### src/rtl/mem_load_return.sv
// mem_load_return: single-outstanding load unit for the MEM/WB stage.
// Issues a word-aligned dcache read, formats the byte/half/word result and
// holds it for writeback until the pipeline takes it.
//
// Ports:
//   clk, reset_n        clock (rising edge), synchronous active-low reset
//   req_valid/ready     load request handshake
//   req_funct3          RV32 load funct3 (LB/LH/LW/LBU/LHU; others act as LW)
//   req_addr, req_rd    byte address and destination register tag
//   dcache_re/addr      one-cycle read strobe and word-aligned address
//   dcache_resp_valid   dcache_dout valid this cycle
//   dcache_dout         read word
//   wb_valid/ready      writeback handshake
//   wb_data, wb_rd      formatted load data and destination tag
//   wb_err              timeout or misaligned access; wb_data is 0
//   busy                a load is in flight or being held
//
// Optional feature macro: LOAD_MISALIGN_TRAP_EN
//   When defined, misaligned LH/LHU/LW complete with wb_err=1 and no dcache read.
module mem_load_return #(
    parameter int DATA_W         = 32,
    parameter int TIMEOUT_CYCLES = 255
) (
    input  logic              clk,
    input  logic              reset_n,
    input  logic              req_valid,
    output logic              req_ready,
    input  logic [2:0]        req_funct3,
    input  logic [DATA_W-1:0] req_addr,
    input  logic [4:0]        req_rd,
    output logic              dcache_re,
    output logic [DATA_W-1:0] dcache_addr,
    input  logic              dcache_resp_valid,
    input  logic [DATA_W-1:0] dcache_dout,
    output logic              wb_valid,
    input  logic              wb_ready,
    output logic [DATA_W-1:0] wb_data,
    output logic [4:0]        wb_rd,
    output logic              wb_err,
    output logic              busy
);

    localparam int CNT_W = (TIMEOUT_CYCLES < 2) ? 1 : $clog2(TIMEOUT_CYCLES + 1);
    localparam logic [CNT_W-1:0] TO_VAL = CNT_W'(TIMEOUT_CYCLES);

    typedef enum logic [1:0] {
        S_IDLE,
        S_WAIT,
        S_HOLD
    } state_t;

    state_t state, state_nxt;

    logic [CNT_W-1:0]  cnt;
    logic [CNT_W-1:0]  cnt_inc;
    logic              timeout_hit;
    logic [2:0]        lat_f3;
    logic [1:0]        lat_lsb;
    logic [4:0]        lat_rd;
    logic              accept;
    logic              misalign;
    logic [7:0]        byte_sel;
    logic [15:0]       half_sel;
    logic [DATA_W-1:0] fmt_data;

    // Read address is always the containing word; lane select happens on return.
    assign dcache_addr = {req_addr[DATA_W-1:2], 2'b00};

    assign cnt_inc = cnt + CNT_W'(1);
    // cnt holds the number of WAIT cycles already elapsed, so the check uses
    // the incremented value: the last allowed WAIT cycle is the one that trips.
    assign timeout_hit = (TIMEOUT_CYCLES != 0) && (cnt_inc == TO_VAL);

`ifdef LOAD_MISALIGN_TRAP_EN
    always_comb begin
        misalign = 1'b0;
        case (req_funct3)
            3'b001, 3'b101: misalign = req_addr[0];
            3'b010:         misalign = (req_addr[1:0] != 2'b00);
            default:        misalign = 1'b0;
        endcase
    end
`else
    assign misalign = 1'b0;
`endif

    always_ff @(posedge clk) begin
        if (!reset_n) begin
            state <= S_IDLE;
        end else begin
            state <= state_nxt;
        end
    end

    always_comb begin
        state_nxt = state;
        req_ready = 1'b0;
        accept    = 1'b0;
        dcache_re = 1'b0;
        case (state)
            S_IDLE: begin
                req_ready = 1'b1;
            end
            S_WAIT: begin
                if (dcache_resp_valid || timeout_hit) begin
                    state_nxt = S_HOLD;
                end
            end
            S_HOLD: begin
                req_ready = wb_ready;
                if (wb_ready) begin
                    state_nxt = S_IDLE;
                end
            end
            default: begin
                state_nxt = S_IDLE;
            end
        endcase
        accept = req_valid & req_ready;
        if (accept) begin
            dcache_re = ~misalign;
            state_nxt = misalign ? S_HOLD : S_WAIT;
        end
        // Keep every handshake output quiet while reset is held.
        if (!reset_n) begin
            state_nxt = S_IDLE;
            req_ready = 1'b0;
            accept    = 1'b0;
            dcache_re = 1'b0;
        end
    end

    assign wb_valid = reset_n & (state == S_HOLD);
    assign busy     = reset_n & (state != S_IDLE);

    always_comb begin
        byte_sel = dcache_dout[{lat_lsb, 3'b000} +: 8];
        half_sel = lat_lsb[1] ? dcache_dout[31:16] : dcache_dout[15:0];
        case (lat_f3)
            3'b000:  fmt_data = {{(DATA_W-8){byte_sel[7]}}, byte_sel};
            3'b001:  fmt_data = {{(DATA_W-16){half_sel[15]}}, half_sel};
            3'b100:  fmt_data = {{(DATA_W-8){1'b0}}, byte_sel};
            3'b101:  fmt_data = {{(DATA_W-16){1'b0}}, half_sel};
            default: fmt_data = dcache_dout;
        endcase
    end

    always_ff @(posedge clk) begin
        if (!reset_n) begin
            cnt     <= '0;
            lat_f3  <= '0;
            lat_lsb <= '0;
            lat_rd  <= '0;
            wb_data <= '0;
            wb_rd   <= '0;
            wb_err  <= 1'b0;
        end else begin
            if (state == S_WAIT) begin
                cnt <= cnt_inc;
                if (dcache_resp_valid) begin
                    wb_data <= fmt_data;
                    wb_rd   <= lat_rd;
                    wb_err  <= 1'b0;
                end else if (timeout_hit) begin
                    wb_data <= '0;
                    wb_rd   <= lat_rd;
                    wb_err  <= 1'b1;
                end
            end
            // accept never coincides with WAIT (req_ready is low there)
            if (accept) begin
                cnt     <= '0;
                lat_f3  <= req_funct3;
                lat_lsb <= req_addr[1:0];
                lat_rd  <= req_rd;
                if (misalign) begin
                    wb_data <= '0;
                    wb_rd   <= req_rd;
                    wb_err  <= 1'b1;
                end
            end
        end
    end

endmodule

### config.mk
export PLATFORM = sky130hd
export DESIGN_NAME = mem_load_return
export DESIGN_NICKNAME = d
export VERILOG_FILES = /design/src/rtl/mem_load_return.sv
export SDC_FILE = /design/constraint.sdc
export NUM_CORES = 1
export LEC_CHECK = 0
export BUFFER_PORTS_ARGS = -buffer_cell sky130_fd_sc_hd__buf_2
export CELL_PAD_IN_SITES_DETAIL_PLACEMENT = 1
export CELL_PAD_IN_SITES_GLOBAL_PLACEMENT = 1
export CORE_UTILIZATION = 35
export CTS_BUF_LIST = sky130_fd_sc_hd__clkbuf_16
export DETAILED_ROUTE_END_ITERATION = 6
export GPL_ROUTABILITY_DRIVEN = 0
export GPL_TIMING_DRIVEN = 0
export PLACE_DENSITY_LB_ADDON = 0.12
export SYNTH_ARGS = -nofsm -noshare
export SYNTH_HDL_FRONTEND = slang
export SYNTH_SLANG_ARGS = --single-unit
### constraint.sdc
create_clock -name clk -period 5.25 [get_ports clk]
set_input_delay 1.05 -clock clk [delete_from_list [all_inputs] [get_ports clk]]
set_output_delay 1.05 -clock clk [all_outputs]
set_load 0.1 [all_outputs]
* Word-level counts from Yosys, hierarchy flattened
Index checks and enable logic that the tools add are counted.
Storage, ports and cells: bits in registers 58, input bits 77, output and inout port bits 74, word-level logic and storage cells 54
Cells by class: add/sub/neg operators 1, eq/ne operators 11, shift operators 1, mux-type cells 17, bitwise operators 5, reduce and logical (&&, ||, !) cells 10
Operators by type and width (count):
- $pmux 32 s4 | 1
- $mux 32 | 2
- $shiftx 32x6->8 | 1
- $mux 16 | 1
- $mux 5 | 2
- $add 8x1->8 const B | 1
- $eq 8x8->1 const B | 1
- $mux 1 | 7
- $eq 3x3->1 const B | 2
- $ne 2x2->1 const B | 3
- $ne 3x3->1 const B | 2
- $pmux 2 s3 | 1
- $reduce_and 3->1 | 2
- $mux 2 | 2
- $reduce_bool 2->1 | 2
- $reduce_or 2->1 | 2
- $and 1x1->1 | 3
- $eq 3x1->1 const B | 1
- $logic_not 3->1 | 1
- $eq 2x1->1 const B | 1
- $eq 2x2->1 const B | 1
- $logic_not 2->1 | 1
- $not 1->1 | 2
- $pmux 1 s2 | 1
- other kinds (2) | 2

* Depth between registers and ports, before layout
Gate-level depths: netlist (run 1).
depth after elaboration 6, gate-level depth with buffers 9, mapped depth without buffers 7

* Worst setup path after synthesis (run 1)
No wires, ideal clock.
path type input to output, start point in reset_n, end point out req_ready, arrival 3.741 ns, data required time 4.200 ns, path slack 0.459 ns, stages 3, path buffers 2, path through clkbuf_1 > clkbuf_1 > nor3b_1
On the way: word-level cells in the longest chain between the ends 1
RTL lines:
- start, declared | RTL line 25 | input logic reset_n,
- $mux 1 | RTL line 125 | if (!reset_n) begin
- end, declared | RTL line 27 | output logic req_ready,
Every way passes these cells.

* Final worst setup path (run 1)
start point in wb_ready, end point out dcache_re
On the way: word-level cells in the longest chain between the ends 4
RTL lines:
- start, declared | RTL line 36 | input logic wb_ready,
- $pmux 1 s2 | RTL line 100 | case (state)
- $and 1x1->1 | RTL line 119 | accept = req_valid & req_ready;
- $mux 1 | RTL line 120 | if (accept) begin
- $mux 1 | RTL line 125
- end, declared | RTL line 31 | output logic dcache_re,
Every way passes these cells.

==> results of run 1 <==
-- flip-flops by register name (all words and copies together), names as in the netlist --
signal and count:
wb_data 32, cnt 8, lat_rd 5, wb_rd 5, lat_f3 3, lat_lsb 2, state 2, wb_err 1
-- synthesized netlist by cell type (2+ instances only) --
cell type,number
nor2b_1,4
o32ai_1,2
nand2_1,79
o21a_1,2
o21ai_0,5
mux2i_1,14
nand3_1,2
xnor2_1,3
ha_1,2
a31oi_1,3
dfxtp_1,58
a22o_1,7
buf_4,33
a211o_1,3
and3b_1,2
a21boi_0,11
a221oi_1,7
inv_1,6
clkbuf_1,21
nor2_1,16
o22ai_1,23
o221ai_1,4
mux2_2,2
buf_6,3
nor3b_1,2
nand2b_1,4
a21oi_1,22
nor3_1,5
xor2_1,3
and2_1,2
-- routing by layer --
layer / vias up / share of wire (%)
li1: 1550 / -
met1: 1529 / 45
met2: 128 / 48
met3: 6 / 6.9
met4: 0 / 0.51
met5: - / 0
-- final timing paths --
check | startpoint | to | slack (ns) | depth (start not counted)
max | wb_ready | dcache_re | 1.53 | 6
min | wb_rd[3] | wb_rd[3] | 0.46 | 2
max reg2reg | cnt[0] | state[1] | 3.13 | 9
min reg2reg | wb_rd[3] | wb_rd[3] | 0.46 | 2
-- per-stage QoR --
stage / util, % / std cells
after floorplan: - / 376
after global placement: 45.54 / 598
after detailed placement: 45.54 / 598
after CTS: 49.51 / 614
after global routing: 49.51 / 614
final: 49.51 / 614
-- worst max-delay path: cells and delay by family --
| kind | cells | cell delay [ns] |
|---|---|---|
| buffers and inverters | 3 | 0.94 |
| and+or+nand+nor | 3 | 0.68 |
-- cells by family after synthesis --
group	synth area share, %
compound gates	22.42
xor+xnor	1.697
fa+ha+maj	0.8080
buf+inv	13.17
flops	37.49
mux	5.980
other cells	0.1211
simple gates	18.30
-- area by class of cell --
cell class                      count  area (sq um)  area share, %
Multi-Input combinational cell    253          1531          36.90
Inverter                            6         22.52         0.5427
Clock buffer                        9         225.2          5.427
Timing Repair Buffer              117         585.6          14.11
Sequential cell                    58          1161          27.98
Tap cell                          105         131.4          3.166
Clock inverter                      7         107.6          2.593
Buffer                             59         385.4          9.286
-- report_power, final --
part           total (mW)  internal [mW]  leakage [nW]  switching, mW
clock network       0.661          0.458         0.164          0.203
logic               0.395         0.0952          1.23          0.300
registers           0.471          0.459         0.471         0.0119
-- cell usage in the layout (no fill, tap or decap), drive strengths merged, types with 2 or more instances in the layout --
| cell type | netlist | layout |
|---|---|---|
| o221ai | 4 | 4 |
| o21ai | 6 | 6 |
| and3b | 2 | 2 |
| buf | 38 | 155 |
| nand4 | 2 | 2 |
| o32ai | 2 | 2 |
| a22o | 7 | 7 |
| conb | 1 | 2 |
| mux2 | 2 | 2 |
| a221oi | 7 | 7 |
| nor2b | 4 | 4 |
| o22ai | 23 | 23 |
| clkinv | 0 | 4 |
| nor3b | 2 | 2 |
| a31oi | 3 | 3 |
| mux2i | 14 | 14 |
| xor2 | 3 | 3 |
| inv | 6 | 6 |
| xnor2 | 3 | 3 |
| and2 | 4 | 4 |
| bufinv | 0 | 3 |
| ha | 2 | 2 |
| a211o | 3 | 3 |
| o21a | 2 | 2 |
| clkbuf | 21 | 30 |
| dfxtp | 58 | 58 |
| nand2b | 4 | 4 |
| nand3 | 3 | 3 |
| a21boi | 11 | 11 |
| nand2 | 80 | 80 |
| nor3 | 5 | 5 |
| nor2 | 16 | 16 |
| a211oi | 2 | 2 |
| a21oi | 22 | 22 |
==> out/metrics.csv, run 1 <==
stage;metric;value;unit
run_status;status;complete, no violations;
power_and_ir_drop;leakagePower;1.865;nW
clock_network;htree_levels;3;
setup_path;path_cells;buf_2 > nor2b_1 > nor3b_1 > clkbuf_1 > and2_1 > buf_2;
run;drv_cap;0;
grt;grtUsageTotal;21.79;%
final_layout;final_area;0.004150;sq mm
routing;dr.pass1.iters;4;
final_layout;final.fill_count;1062;
timing;worstMarginPinSlew;0.8717;ns
final_layout;n_antenna_cell;0;
clock_network;clk_path_buf_depth;2;
yosys;yosys_warnings;0;
clock_network;cts_tree;built;
power_and_ir_drop;power;1.527;mW
timing;setup_violations;0;
grt;grt_pass1_vias;3038;
final_layout;area_growth;34.02;%
floorplan;die_w;96.06;microns
grt;grt_pass1_wl;15260;microns
timing;hold_slack;0.4552;ns
routing;post_drt_wl_per_cell;16.31;microns
yosys;yosys.area.top_type;dfxtp_1;
floorplan;rows;33;
timing;clock-skew-final;0.007223;ns
clock_network;cts_setup_buffers;0;
grt;gr-usage-met3;4.739;%
yosys;synth_area;0.003097;sq mm
grt;grt-ovfl-total;0;
yosys;ys.flop_type;dfxtp_1;
routing;viasPerCell;5.233;
grt;top_usage_layer;met2;
yosys;synth_edf_count;0;
final_layout;drive_above_1_share;34.97;%
clock_network;cts_buffers;9;
placement;hpwl;7716;microns
timing;fin_setup_tns;0;ns
grt;met1_usage;28.37;%
setup_path;slowest_delay;0.44;ns
placement;postPlaceCellArea;0.003817;sq mm
floorplan;start_util;36.95;%
floorplan;fp.dieArea;0.009228;sq mm
grt;grt_max_degree;11;
clock_network;cts_num_sinks;58;
routing;first_iter_violations;145;
floorplan;io_pins;151;
yosys;synthTopCellsByArea;dfxtp_1 37%, nand2_1 9.6%, buf_4 8.0%, o22ai_1 4.6%, mux2i_1 4.5%;
clock_network;clock_latency;0.32;ns
timing;finalCriticalPeriod;3.721;ns
power_and_ir_drop;p_per_area;367.8;mW/mm^2
clock_network;hold_buffers;0;
setup_path;cp_common_cell;buf_2;
power_and_ir_drop;ir_drop;0.0001385;V
floorplan;die_h;96.06;microns
timing;finalHoldViolations;0;
routing;vias;3213;
timing;rsz0062_at_grt;no;
yosys;synth-seq-cells;58;
final_layout;final_nets;583;
routing;ant_nets;0;
yosys;netlist.area_leader.share;37.49;%
placement;io_buffers;117;
timing;slew_violations;0;
clock_network;cts.clk_slew.worst_paths;0.05;ns
timing;finalWorstSetupSlack;1.529;ns
setup_path;crit_required;4.20;ns
timing;period_share;70.87;%
setup_path;cp-end-kind;primary output;
yosys;syn_inst;375;
timing;fmax;268.8;MHz
yosys;synth_cell_types;55;
clock_network;cts-resized-gates;0;
setup_path;cp-start-kind;input port;
placement;dp_slack;1.467;ns
yosys;avgSynthCellArea;8.258;sq um
grt;antenna_found_initial;0;
setup_path;cp.arrival;2.67;ns
floorplan;coreArea;0.008382;sq mm
yosys;async_flop_share;0;%
clock_network;cts.root.buffer_cell;clkbuf_16;
timing;slew_headroom;41.44;%
routing;drc;0;
grt;gr-usage-met2;37.12;%
routing;totalWireLength;10020;microns
min_path;hold_path.class;reg2reg;
setup_path;critPathKind;in2out;
setup_path;cp_max_fo;10;
yosys;synth-seq-area-share;37.49;%
setup_path;cp_slowest_cell;nor3b_1;
(Power assumes the default switching activity.)
==> run 2: changes to the inputs <==
--- a/config.mk
+++ b/config.mk
@@ -8,7 +8,7 @@
 export BUFFER_PORTS_ARGS = -buffer_cell sky130_fd_sc_hd__buf_2
 export CELL_PAD_IN_SITES_DETAIL_PLACEMENT = 1
 export CELL_PAD_IN_SITES_GLOBAL_PLACEMENT = 1
-export CORE_UTILIZATION = 35
+export CORE_UTILIZATION = 29
 export CTS_BUF_LIST = sky130_fd_sc_hd__clkbuf_16
 export DETAILED_ROUTE_END_ITERATION = 6
 export GPL_ROUTABILITY_DRIVEN = 0
==> constraint.sdc (replaced) <==
create_clock -name clk -period 3.07 [get_ports clk]
set_input_delay 0.614 -clock clk [delete_from_list [all_inputs] [get_ports clk]]
set_output_delay 0.614 -clock clk [all_outputs]
set_load 0.1 [all_outputs]
==> run 2 against run 1 <==
Count of clock-buffer cells in the layout unchanged. Die area up 20%. Clock power up 44%. Hold slack better by 0.0018 ns. Via count down 1.9%. Largest cell class unchanged.
==> out/metrics.csv, run 2 (synthesis gave the netlist of run 1 again) <==
stage;metric;value;unit;change
run_status;status;complete, no violations;;
setup_path;cp.arrival;2.19;ns;-0.48 ns
placement;io_buffers;117;;unchanged
setup_path;slowest_delay;0.44;ns;about the same
power_and_ir_drop;leakagePower;1.836;nW;-1.6%
min_path;hold_path.class;reg2reg;;
clock_network;hold_buffers;0;;unchanged
setup_path;critPathTopFamily;simple AND/OR/NAND/NOR gates;;
timing;worstMarginPinSlew;0.8410;ns;-0.03067 ns
clock_network;cts_buffers;9;;unchanged
clock_network;cts.clk_slew.worst_paths;0.06;ns;about the same
routing;post_drt_wl_per_cell;15.77;microns;-3.3%
setup_path;cp-endpoint;dcache_re;;
floorplan;fp.dieArea;0.01110;sq mm;+20%
final_layout;area_growth;33.74;%;
routing;drc;0;;unchanged
final_layout;layout_commonest_cell;buf_2;;
setup_path;path_cells;nor2b_1 > nor3b_1 > clkbuf_2 > and2_1 > buf_2;;
routing;vias;3151;;-1.9%
run;drv_cap;0;;unchanged
setup_path;crit_buf_inv;2;;-1
final_layout;reg.largest.list;wb_data x32, cnt x8;;
floorplan;rows;37;;+12%
grt;grt_pass1_vias;3040;;+0.066%
timing;setup_violations;0;;unchanged
setup_path;r2r-start;cnt[0];;
timing;fin_setup_tns;0;ns;unchanged
floorplan;start_util;30.00;%;-6.9 points
timing;fmax;356.7;MHz;
final_layout;largest_reg_flops;32;;unchanged
floorplan;die_h;105.3;microns;+9.7%
final_layout;stdcell_count;645;;+5.0%
power_and_ir_drop;p_per_area;586.2;mW/mm^2;+59%
setup_path;cp.depth;5;;-1
grt;grt-ovfl-total;0;;unchanged
timing;finalHoldViolations;0;;unchanged
setup_path;cp_slowest_cell;nor3b_1;;
clock_network;cts_tree;built;;
floorplan;io_pins;151;;unchanged
grt;antenna_found_initial;0;;unchanged
placement;dp.cells;629;;+5.2%
final_layout;postLayoutCoreUtil;40.12;%;-9.4 points
setup_path;cp_max_fo;10;;unchanged
grt;grt_max_degree;13;;+2
floorplan;die_w;105.3;microns;+9.7%
setup_path;critPathKind;reg2out;;
setup_path;rr_worst_depth;9;;unchanged
clock_network;clock_latency;0.33;ns;about the same
placement;hpwl;7816;microns;+1.3%
power_and_ir_drop;ir_drop;0.0003001;V;+120%
routing;first_iter_violations;123;;-15%
final_layout;regMostFlops;wb_data;;
min_path;hold_depth;2;;unchanged
clock_network;cts_num_sinks;58;;unchanged
setup_path;cp-start-kind;flip-flop;;
timing;finalCriticalPeriod;2.804;ns;
floorplan;coreArea;0.01032;sq mm;+23%
grt;grt_pass1_wl;16040;microns;+5.2%
timing;slew_violations;0;;unchanged
final_layout;final_cell_mix;118 x buf_2, 79 x nand2_1, 58 x dfxtp_1, 33 x buf_4, 23 x o22ai_1;;
setup_path;worst-r2r-setup-slack;1.01;ns;-2.12 ns
clock_network;cts.root.buffer_cell;clkbuf_16;;
setup_path;cp-startpoint;state[1];;
clock_network;clk_path_buf_depth;2;;unchanged
grt;grtUsageTotal;18.61;%;-3.2 points
timing;period_share;91.32;%;
routing;totalWireLength;10170;microns;+1.6%
setup_path;cp-end-kind;primary output;;
timing;clock-skew-final;0.009379;ns;+0.002156 ns
clock_network;htree_levels;3;;unchanged
timing;slew_headroom;43.50;%;+2.1 points
timing;rsz0062_at_grt;no;;
setup_path;r2r-end;state[1];;
routing;ant_nets;0;;unchanged
routing;dr.pass1.iters;4;;unchanged
final_layout;n_antenna_cell;0;;unchanged
final_layout;final.fill_count;1282;;+21%
setup_path;crit_required;2.46;ns;-1.74 ns
final_layout;final_nets;583;;unchanged
final_layout;drive_above_1_share;35.76;%;+0.79 points
routing;viasPerCell;4.885;;-6.6%
## run 2: cell count changes in the layout (fill, tap and decap cells not counted), sizes merged
cell / change
bufinv: -3
inv: +2
clkinv: -2
clkinvlp: +3
## run 2: worst min path at each step
| stage | slack [ns] | to | start |
|---|---|---|---|
| 2_1_floorplan | 0.44 | wb_rd[0] | lat_rd[0] |
| 3_3_place_gp | 0.45 | wb_data[3] | wb_data[3] |
| 3_5_place_dp | 0.45 | wb_data[6] | wb_data[6] |
| 4_1_cts | 0.46 | wb_rd[4] | wb_rd[4] |
| 5_1_grt | 0.48 | wb_rd[2] | wb_rd[2] |
| 6_report | 0.46 | wb_rd[4] | wb_rd[4] |
## run 2: layout make-up
| class | count | area (sq um) | area share [%] |
|---|---|---|---|
| buffer | 59 | 386.6 | 9.335 |
| multi-input combinational | 253 | 1536 | 37.10 |
| clock buffer | 9 | 225.2 | 5.438 |
| tap | 136 | 170.2 | 4.109 |
| sequential | 58 | 1161 | 28.04 |
| clock inverter | 7 | 53.80 | 1.299 |
| timing repair buffer | 117 | 585.6 | 14.14 |
| inverter | 6 | 22.52 | 0.5438 |
## run 2: report_power, final
part / switching (mW) / internal, mW
Combinational: 0.509 / 0.163
Clock: 0.399 / 0.551
Sequential: 0.0209 / 0.784
## run 2: stage by stage
| stage | setup WS [ns] | instance area [sq um] | hold slack, ns | total power, mW |
|---|---|---|---|---|
| after floorplan | 0.1347 | 3105 | 0.4383 | 1.351 |
| after global placement | 0.2099 | 3861 | 0.4487 | 1.489 |
| after detailed placement | 0.1980 | 3861 | 0.4507 | 1.494 |
| after CTS | 0.09853 | 4140 | 0.4613 | 2.451 |
| after global routing | 0.1245 | 4141 | 0.4795 | 2.524 |
| final | 0.2664 | 4141 | 0.4571 | 2.428 |
## run 2: worst reg2reg max path, cell delays in order, from the launching register on
cell,delay (ns)
dfxtp_1,0.44
inv_1,0.10
ha_1,0.20
and3_1,0.19
a41oi_1,0.26
a21oi_1,0.15
and2_4,0.18
buf_6,0.13
buf_12,0.14
o21a_1,0.18
## run 2: what timing repair did
item                       CTS  global route
gates resized for setup      0             2
setup endpoints to repair    0             1
setup buffers                0             0
## run 2: metal layers
metal  track usage (%)  vias to the layer above  share of wire [%]
met5                 0                        -                  0
met4             5.231                        0                1.1
met3             4.205                        7                6.5
met2             30.78                      107                 47
met1             24.18                     1492                 45
li1                  -                     1545                  -
==> run 3: changes to the inputs <==
--- a/config.mk
+++ b/config.mk
@@ -14,6 +14,7 @@
 export GPL_ROUTABILITY_DRIVEN = 0
 export GPL_TIMING_DRIVEN = 0
 export PLACE_DENSITY_LB_ADDON = 0.12
+export REMOVE_ABC_BUFFERS = 1
 export SYNTH_ARGS = -nofsm -noshare
 export SYNTH_HDL_FRONTEND = slang
 export SYNTH_SLANG_ARGS = --single-unit
==> run 3 against run 2 <==
Maximum frequency grew 1.9%. Clock skew is essentially flat. Sequential share of layout area grew 4.5 points. Global-route usage shrank 0.43 points. Largest cell class unchanged. Highest routed layer unchanged.
==> out/metrics.csv, run 3 (synthesis gave the netlist of run 1 again) <==
stage;metric;value;unit;change
routing;met1_length;4476;microns;-2.4%
grt;grt_max_degree;62;;+49
routing;ant_nets;0;;unchanged
final_layout;drive_above_1_share;25.90;%;-9.9 points
clock_network;clock_latency;0.32;ns;about the same
timing;slew_headroom;12.06;%;-31 points
clock_network;cts_num_sinks;58;;unchanged
run_status;status;complete, no violations;;
power_and_ir_drop;leakagePower;1.496;nW;-18%
floorplan;die_h;105.3;microns;unchanged
timing;fmax;363.4;MHz;+1.9%
setup_path;r2r-start;lat_lsb[1];;
routing;dr.pass1.iters;6;;+2
setup_path;crit_required;2.46;ns;about the same
routing;top_layer_used;met4;;
power_and_ir_drop;ir_drop;0.0002763;V;-7.9%
setup_path;critPathKind;reg2out;;
floorplan;rows;37;;unchanged
clock_network;cts_buffers;9;;unchanged
routing;totalWireLength;9940;microns;-2.3%
clock_network;cts_tree;built;;
setup_path;rr_worst_depth;5;;-4
final_layout;area_growth;15.31;%;
setup_path;cp-endpoint;dcache_re;;
floorplan;die_w;105.3;microns;unchanged
final_layout;n_antenna_cell;0;;unchanged
final_layout;final_nets;495;;-15%
setup_path;worst-r2r-setup-slack;0.49;ns;-0.52 ns
timing;finalHoldViolations;0;;unchanged
routing;wl_met3;904;microns;+36%
grt;grtUsageTotal;18.18;%;-0.43 points
floorplan;start_util;30.00;%;unchanged
grt;grt_pass1_vias;2909;;-4.3%
setup_path;cp-start-kind;flip-flop;;
grt;antenna_found_initial;0;;unchanged
min_path;min_from;wb_data[7];;
routing;post_drt_wl_per_cell;17.97;microns;+14%
grt;grt_pass1_wl;15500;microns;-3.4%
final_layout;final.fill_count;1246;;-2.8%
clock_network;clk_path_buf_depth;2;;unchanged
final_layout;layout_commonest_cell;buf_2;;
setup_path;r2r-end;wb_data[30];;
final_layout;reg.largest.list;wb_data x32, cnt x8;;
timing;setup_violations;0;;unchanged
setup_path;cp_max_fo;13;;+3
placement;io_buffers;88;;-25%
floorplan;coreArea;0.01032;sq mm;unchanged
routing;first_iter_violations;60;;-51%
timing;clock-skew-final;0.009117;ns;-0.0002616 ns
floorplan;fp.dieArea;0.01110;sq mm;unchanged
power_and_ir_drop;p_per_area;585.6;mW/mm^2;about the same
floorplan;io_pins;151;;unchanged
clock_network;cts.root.buffer_cell;clkbuf_16;;
min_path;hold_path.class;reg2reg;;
clock_network;htree_levels;3;;unchanged
clock_network;hold_buffers;0;;unchanged
run;drv_cap;0;;unchanged
setup_path;cp-startpoint;state[1];;
timing;period_share;89.64;%;-1.7 points
setup_path;cp.arrival;2.14;ns;-0.05 ns
timing;worstMarginPinSlew;1.317;ns;+0.4764 ns
final_layout;final_area;0.003571;sq mm;-14%
final_layout;final_cell_mix;87 x buf_2, 79 x nand2_1, 58 x dfxtp_1, 23 x o22ai_1, 22 x a21oi_1;;
placement;postPlaceCellArea;0.003331;sq mm;-14%
grt;grt-ovfl-total;0;;unchanged
timing;finalCriticalPeriod;2.752;ns;-0.05156 ns
routing;drc;0;;unchanged
final_layout;regMostFlops;wb_data;;
clock_network;cts.clk_slew.worst_paths;0.05;ns;about the same
setup_path;cp-end-kind;primary output;;
timing;rsz0062_at_grt;no;;
routing;vias;2880;;-8.6%
routing;wl_met2;4381;microns;-8.9%
placement;hpwl;6942;microns;-11%
final_layout;largest_reg_flops;32;;unchanged
timing;slew_violations;0;;unchanged
routing;viasPerCell;5.208;;+6.6%
timing;fin_setup_tns;0;ns;unchanged
==> run 3: area by class of cell <==
| class | instances | area [sq um] | area share [%] |
|---|---|---|---|
| Clock buffer | 9 | 225.2 | 6.307 |
| Clock inverter | 3 | 12.51 | 0.3504 |
| Inverter | 6 | 22.52 | 0.6307 |
| Multi-Input combinational cell | 253 | 1536 | 43.03 |
| Sequential cell | 58 | 1161 | 32.52 |
| Tap cell | 136 | 170.2 | 4.765 |
| Timing Repair Buffer | 88 | 442.9 | 12.40 |
==> run 3: stage by stage <==
| stage | total power [mW] | instances | util [%] | setup WS, ns | hold WS [ns] |
|---|---|---|---|---|---|
| after detailed placement | 1.272 | 541 | 32.26 | -0.08833 | 0.4491 |
| after global routing | 2.190 | 553 | 34.59 | 0.1250 | 0.4722 |
| after CTS | 2.123 | 553 | 34.57 | 0.2334 | 0.4608 |
| after global placement | 1.267 | 541 | 32.21 | -0.1825 | 0.4453 |
| final | 2.091 | 553 | 34.59 | 0.3179 | 0.4523 |
| after floorplan | 1.141 | 317 | - | -0.3976 | 0.4383 |
==> run 3: worst max-delay path, cell delays in order (launching register included) <==
cell,delay (ns)
dfxtp_1,0.35
nor2b_1,0.17
nor3b_2,0.66
and2_1,0.22
buf_2,0.42
==> run 3: how the worst min path moves through the flow <==
| stage | end | depth (start not counted) |
|---|---|---|
| 6_report | wb_data[7] | 2 |
| 4_1_cts | wb_data[7] | 2 |
| 3_5_place_dp | wb_data[7] | 2 |
| 3_3_place_gp | wb_data[7] | 2 |
| 2_1_floorplan | wb_rd[0] | 2 |
| 5_1_grt | wb_rd[2] | 2 |
==> run 3: timing repair <==
item	4_1_cts	5_1_grt
setup buffers	0	0
endpoints found under the setup margin	0	1
gates resized for setup	0	1
hold endpoints to repair	0	0
==> run 3: power by group <==
| group | switching, mW | internal (mW) |
|---|---|---|
| combinational | 0.318 | 0.114 |
| sequential | 0.0359 | 0.785 |
| clock | 0.319 | 0.518 |
| total | 0.674 | 1.42 |
==> run 3: per-layer routing <==
layer	vias up	global-route usage, %
met5	-	1.905
met4	0	6.942
met3	18	7.607
met2	106	26.60
met1	1388	23.43
li1	1368	-
